===== config.mk =====
export PLATFORM = sky130hd
export DESIGN_NAME = sipo_flat
export DESIGN_NICKNAME = d
export VERILOG_FILES = /design/src/rtl/sipo_if.sv /design/src/rtl/sipo.sv /design/src/flat_wrapper.sv
export SDC_FILE = /design/constraint.sdc
export NUM_CORES = 1
export LEC_CHECK = 0
export BUFFER_PORTS_ARGS = -buffer_cell sky130_fd_sc_hd__buf_2
export CORE_MARGIN = 2
export CORE_UTILIZATION = 35
export CTS_CLUSTER_DIAMETER = 80
export DETAILED_ROUTE_END_ITERATION = 7
export GPL_ROUTABILITY_DRIVEN = 0
export GPL_TIMING_DRIVEN = 0
export PLACE_DENSITY = 0.51
export SETUP_SLACK_MARGIN = 0.3
export SLEW_MARGIN = 30
export SYNTH_ARGS = -nofsm -noshare
export SYNTH_HDL_FRONTEND = slang
export SYNTH_SLANG_ARGS = --single-unit
export TNS_END_PERCENT = 30

===== constraint.sdc =====
create_clock -name clk -period 1.7 [get_ports clk]
set_clock_uncertainty 0.15 [all_clocks]
set_input_delay 0.17 -clock clk [delete_from_list [all_inputs] [get_ports clk]]
set_output_delay 0.17 -clock clk [all_outputs]
set_load 0.03 [all_outputs]

===== src/rtl/sipo_if.sv =====
// sipo_if: serial-in and parallel-out valid/ready ports of the sipo block.
// master drives bits and consumes words; slave is the sipo itself.
interface sipo_if #(
  parameter int DATA_BITS = 8
);
  logic                 input_valid;
  logic                 input_bit;
  logic                 input_ready;
  logic                 output_valid;
  logic [DATA_BITS-1:0] output_data;
  logic                 output_ready;

  modport master (
    output input_valid,
    output input_bit,
    input  input_ready,
    input  output_valid,
    input  output_data,
    output output_ready
  );

  modport slave (
    input  input_valid,
    input  input_bit,
    output input_ready,
    output output_valid,
    output output_data,
    input  output_ready
  );
endinterface


===== src/rtl/sipo.sv =====
// sipo: double-buffered serial-in/parallel-out, LSB first.
// A new word shifts in while the previous one waits in hold.
module sipo #(
  parameter int DATA_BITS = 8
) (
  input  logic   clk,
  input  logic   rst,
  sipo_if.slave  bus
);
  localparam int CW = $clog2(DATA_BITS + 1);
  localparam logic [CW-1:0] FULL = CW'(DATA_BITS);
  localparam logic [CW-1:0] LAST = CW'(DATA_BITS - 1);

  logic [DATA_BITS-1:0] shift;
  logic [DATA_BITS-1:0] shift_nx;
  logic [DATA_BITS-1:0] hold;
  logic [CW-1:0]        count;
  logic                 hold_valid;
  logic                 accept;
  logic                 unload;
  logic                 word_done;
  logic                 hold_free;
  logic                 xfer;

  assign bus.input_ready  = (count != FULL);
  assign bus.output_valid = hold_valid;
  assign bus.output_data  = hold;

  assign accept = bus.input_valid & bus.input_ready;
  assign unload = hold_valid & bus.output_ready;

  always_comb begin
    shift_nx = shift;
    if (accept)
      shift_nx = {bus.input_bit, shift[DATA_BITS-1:1]};
  end

  // shift_nx carries this cycle's bit, so a word can land in hold directly
  assign word_done = (count == FULL)
                   | ((count == LAST) & accept);
  assign hold_free = ~hold_valid | unload;
  assign xfer      = word_done & hold_free;

  always_ff @(posedge clk or posedge rst) begin
    if (rst) begin
      shift <= '0;
      count <= '0;
    end else begin
      shift <= shift_nx;
      if (xfer)
        count <= '0;
      else if (accept)
        count <= count + 1'b1;
    end
  end

  always_ff @(posedge clk or posedge rst) begin
    if (rst) begin
      hold       <= '0;
      hold_valid <= 1'b0;
    end else begin
      if (xfer) begin
        hold       <= shift_nx;
        hold_valid <= 1'b1;
      end else if (unload) begin
        hold_valid <= 1'b0;
      end
    end
  end
endmodule

===== src/flat_wrapper.sv =====
// flat-port wrapper written by rule: the top's interface ports become plain ports
module sipo_flat 
#(
  parameter int DATA_BITS = 8
)
  (clk, rst, bus_input_valid, bus_input_bit, bus_input_ready, bus_output_valid, bus_output_data, bus_output_ready);
  sipo_if #(.DATA_BITS(DATA_BITS)) bus_i ();
  input  logic clk;
  input  logic rst;
  input wire logic [$bits(bus_i.input_valid)-1:0] bus_input_valid;
  input wire logic [$bits(bus_i.input_bit)-1:0] bus_input_bit;
  output wire logic [$bits(bus_i.input_ready)-1:0] bus_input_ready;
  output wire logic [$bits(bus_i.output_valid)-1:0] bus_output_valid;
  output wire logic [$bits(bus_i.output_data)-1:0] bus_output_data;
  input wire logic [$bits(bus_i.output_ready)-1:0] bus_output_ready;
  assign bus_i.input_valid = bus_input_valid;
  assign bus_i.input_bit = bus_input_bit;
  assign bus_input_ready = bus_i.input_ready;
  assign bus_output_valid = bus_i.output_valid;
  assign bus_output_data = bus_i.output_data;
  assign bus_i.output_ready = bus_output_ready;
  sipo #(.DATA_BITS(DATA_BITS)) u_core (.clk(clk), .rst(rst), .bus(bus_i));
endmodule

==> After elaboration in Yosys (flattened, before gate mapping) <==
Index checks and enable logic that the tools add are counted.
Widths: inputs -> output; s select.
{ "totals": {"regBits": 21, "output_inout_bits": 10, "word_cells": 22} }
{ "classes": {"n_addsub": 1, "n_eq_ne": 3, "mux": 5, "n_bitwise": 7, "n_reduce_logical": 2} }
{ "op_table": {"columns": ["cell", "count"], "rows": [
  ["$mux 4", 2],
  ["$mux 8", 1],
  ["$add 4x1->4 const B", 1],
  ["$and 1x1->1", 4],
  ["$eq 4x3->1 const B", 1],
  ["$eq 4x4->1 const B", 1],
  ["$ne 4x4->1 const B", 1],
  ["$reduce_bool 2->1", 2],
  ["$mux 1", 2],
  ["$or 1x1->1", 2],
  ["$not 1->1", 1]
]} }

==> Logic depth before layout (Yosys ltp) <==
{ "logic_depth": {"depth_word": 6, "mapped_depth": 8, "mapped_depth_nobuf": 6} }

==> Least setup slack after synthesis <==
Ideal clock, no wire load.
{ "synth_path": {"path_kind": "register -> register", "from": "register u_core.count[0]", "to": "register u_core.hold[0] (netlist: u_core.bus.output_data[0])", "setup_time_ns": 0.125, "t_arrival_ns": 1.600, "t_required_ns": 1.425, "slack_ns": -0.175, "stages_incl_launch_ff": 9, "path_buffers": 2, "synth_period_minus_slack_ns": 1.875, "path_cell_list": "dfrtp_1 > inv_1 > ha_1 > buf_6 > and3b_4 > inv_4 > a21oi_4 > buf_12 > mux2_4"} }
{ "synth_via": {"elab_chain_cells": 5, "word_cells_on_any_way": 8, "classes_between": "eq/ne (3); mux (1); bitwise (4)"} }
{ "synth_lines": {"columns": ["element", "line", "rtl"], "rows": [
  ["start: declaration", "sipo.sv:17", "logic [CW-1:0] count;"],
  ["start signal: assignment", "sipo.sv:53", "count <= count + 1'b1;"],
  ["$ne 4x4->1 (*)", "sipo.sv:25", "assign bus.input_ready = (count != FULL);"],
  ["named net bus_input_ready", "flat_wrapper.sv:12", "output wire logic [$bits(bus_i.input_ready)-1:0] bus_input_ready;"],
  ["$and 1x1->1 (*)", "sipo.sv:29", "assign accept = bus.input_valid & bus.input_ready;"],
  ["$and 1x1->1", "sipo.sv:40", "| ((count == LAST) & accept);"],
  ["$or 1x1->1", "sipo.sv:40", null],
  ["$and 1x1->1", "sipo.sv:42", "assign xfer = word_done & hold_free;"],
  ["end signal: assignment", "sipo.sv:63", "hold <= shift_nx;"],
  ["end: declaration", "sipo.sv:16", "logic [DATA_BITS-1:0] hold;"]
]} }
The timed path passes the listed nets; every way through them passes the cells marked *.
A chain may end at the register's enable or synchronous reset.

==> Worst setup path after layout <==
{ "layout_path": {"from": "register u_core.count[0]", "to": "register u_core.hold[7] (netlist: u_core.bus.output_data[7])"} }
{ "layout_via": {"elab_chain_cells": 5, "word_cells_on_any_way": 8, "classes_between": "eq/ne (3); mux (1); bitwise (4)"} }
{ "layout_lines": {"columns": ["element", "line"], "rows": [
  ["$ne 4x4->1", "sipo.sv:25"],
  ["$and 1x1->1", "sipo.sv:29"],
  ["$and 1x1->1", "sipo.sv:40"],
  ["$or 1x1->1", "sipo.sv:40"],
  ["$and 1x1->1", "sipo.sv:42"]
]} }
Parallel ways exist; a longest one is shown, timed or not.

==> impl_metrics.ini <==
[status]
status = finished with violations
violations = negative setup slack

[sta]
period_share_pct = 108
fin_ws_ns = -0.130
max_freq_mhz = 546
finalCriticalPeriod_ns = 1.83
worstMarginPinSlew_ns = 0.478
timing.hold.ws_ns = 0.0398
finalSetupTns_ns = -1.30
setup_viol = 12
maxSlewHeadroom_pct = 68.1
rsz0062_at_grt = true
slew_violations = 0
report.final.hold_viol_count = 0

[route]
route.antenna.remaining_nets = 0
vias_per_cell = 5.07
drcViolationCount = 0
vias = 776
totalWireLength_mm = 2.18
dr.pass1.iters = 4
drt_iter0_drc = 23
wl_per_cell_um = 14.3

[global_routing]
grt_pass1_vias = 826
overflow = 0
grt_max_degree = 22
use_met1_pct = 17.6
busiest_layer = met2
grt.met3_usage_pct = 5.02
grt_use_met2_pct = 24.6
grtUsageTotal_pct = 14.4
grt_pass1_wl_mm = 3.75
antenna_found_initial = 0

[power]
switching_share_pct = 40.4
p_leak_nw = 0.594
pwr-share-seq_pct = 36.2
clock_power_share_pct = 10.1
ir_drop_mv = 0.698
power_density_mw_per_mm2 = 1840
power.total_mw = 2.41
p_int_mw = 1.44
switching_power_mw = 0.975
combPwrFrac_pct = 53.7

[finish]
fill_cells = 309
area_growth_syn_to_layout_pct = 21.2
finish.net_count = 128
fin_area_mm2 = 0.00131
antenna_cells = 0
drive_gt1_share_pct = 37.5
fin_util_pct = 43.7
fin_cells = 153

[critical_path]
start_kind = flip-flop
critical_path_required_ns = 1.75
critPathMaxFanout = 8
path_cells = inv_2 -> ha_4 -> buf_6 -> and3b_4 -> inv_6 -> a21oi_4 -> buf_12 -> mux2_4
max_stage_delay_ns = 0.41
end_kind = flip-flop
slowest_stage = dfrtp_1
crit_arrival_ns = 1.88
crit_type = flip-flop to flip-flop

[placed_design]
preCtsSetupSlack_ns = -0.278
dp_cells = 140
postPlaceCellArea_mm2 = 0.00120
io_buffer_count = 14
dp_hpwl_mm = 1.39

[die]
io_pins = 15
core.rowCount = 20
core-area_mm2 = 0.00300
die_area_mm2 = 0.00355
die_w_um = 59.6
start_util_pct = 36.0
die_h_um = 59.6

[synth]
postSynthAreaPerCell_um2 = 11.6
yosysMostFrequentCell = dfrtp_1
synth_edf_count = 0
synth_top_area_share_pct = 48.6
synthCells = 93
synth_area_mm2 = 0.00108
syn_nets = 100
synth_ff_type = dfrtp_1
yosys-top-cells-count = 21 x dfrtp_1, 10 x nand2_1, 9 x nand4b_1
async_reset_ff_share_pct = 100
yosys.area.top_type = dfrtp_1
yosys-top-cells-area = dfrtp_1 49%, mux2_4 9.7%, nand4b_1 7.3%, o211ai_1 4.9%, nand2b_1 4.6%
yosysSeqAreaShare_pct = 48.6
ys_ff_latch = 21
synth_warnings = 0
synth_cell_type_count = 26

[clocking]
root_buffer = clkbuf_4
clkSinkCount = 21
worstSkewPairLatency_ns = 0.30
clkTransAtPathRegs_ns = 0.12
cts_made_buffers = 3
clockBufferDepth = 2
cts_tree = built
ctsHtreeMaxLevel = 1

[flow_run]
drv_cap = 0

[worst_hold_path]
hp-class = primary input to flip-flop
## worst max-delay path, delay by kind of cell, from the launching register on
kind	cells	cell delay [ns]
muxes	1	0.30
adders and majority gates	1	0.12
DFF	1	0.41
buffers and inverters	4	0.37
and+or+nand+nor	1	0.22
AOI/OAI and AO/OA	1	0.15
## metal layers
metal | up-vias | wire length [um]
li1 | 383 | -
met2 | 12 | 1040
met3 | 2 | 80
met5 | - | 0
met4 | 0 | 14
met1 | 379 | 1040
## flip-flops by register name, indices dropped and copies added (netlist names)
register and flops:
u_core.bus.output_data 8, u_core.count 4, u_core.shift 8, u_core.bus.output_valid 1
## cell type report
cell class	instances	area, um2	share of cell area (%)
Timing Repair Buffer	23	140	10.7
Sequential cell	21	526	40.1
Inverter	5	27.5	2.10
Buffer	7	57.6	4.39
Tap cell	33	41.3	3.15
Clock buffer	4	26.3	2.00
Multi-Input combinational cell	60	493	37.6
## path summary, 6_finish.rpt
check / startpoint / slack [ns] / end / cells past startpoint
min in group asynchronous: rst / 0.27 / u_core.bus.output_data[1] / 3
hold / removal: bus_input_bit / 0.04 / u_core.shift[7] / 3
setup reg to reg: u_core.count[0] / -0.13 / u_core.bus.output_data[7] / 8
setup / recovery: u_core.count[0] / -0.13 / u_core.bus.output_data[7] / 8
hold reg to reg: u_core.bus.output_data[2] / 0.37 / u_core.bus.output_data[2] / 1
max in group asynchronous: rst / 0.85 / u_core.shift[5] / 3
## power by group through the flow
| stage | Combinational (mW) | Clock (mW) | Sequential [mW] |
|---|---|---|---|
| floorplan | 0.693 | 0 | 1.07 |
| global placement | 1.13 | 0 | 0.885 |
| detailed placement | 1.15 | 0 | 0.889 |
| CTS | 1.28 | 0.258 | 0.874 |
| global route | 1.41 | 0.269 | 0.906 |
| finish | 1.30 | 0.243 | 0.874 |
## cell usage in the layout (no fill, tap or decap), types with 2 or more instances in the layout
| cell | n |
|---|---|
| dfrtp_1 | 21 |
| buf_6 | 2 |
| nand4b_1 | 9 |
| o211ai_1 | 7 |
| buf_4 | 8 |
| clkbuf_4 | 3 |
| inv_2 | 2 |
| a21oi_1 | 2 |
| nand2_1 | 10 |
| nand2b_1 | 8 |
| buf_2 | 14 |
| nand3_1 | 2 |
| clkbuf_1 | 5 |
| mux2_4 | 7 |
| o21ai_0 | 2 |
## cell families after synthesis
| logic type | share of synthesized area [%] |
|---|---|
| xor+xnor | 0.809 |
| fa+ha+maj | 2.31 |
| mux | 10.8 |
| flops | 48.6 |
| compound gates | 10.8 |
| simple gates | 19.5 |
| buf+inv | 7.28 |
## what timing repair did
| item | 4_1_cts | 5_1_grt |
|---|---|---|
| hold endpoints to repair | 21 | 0 |
| endpoints found under the setup margin | 21 | 33 |
| hold buffers | 1 | 0 |
| pin swaps | 11 | 8 |
| resized for setup | 5 | 1 |
| setup buffers | 6 | 2 |
(Power assumes the default switching activity.)
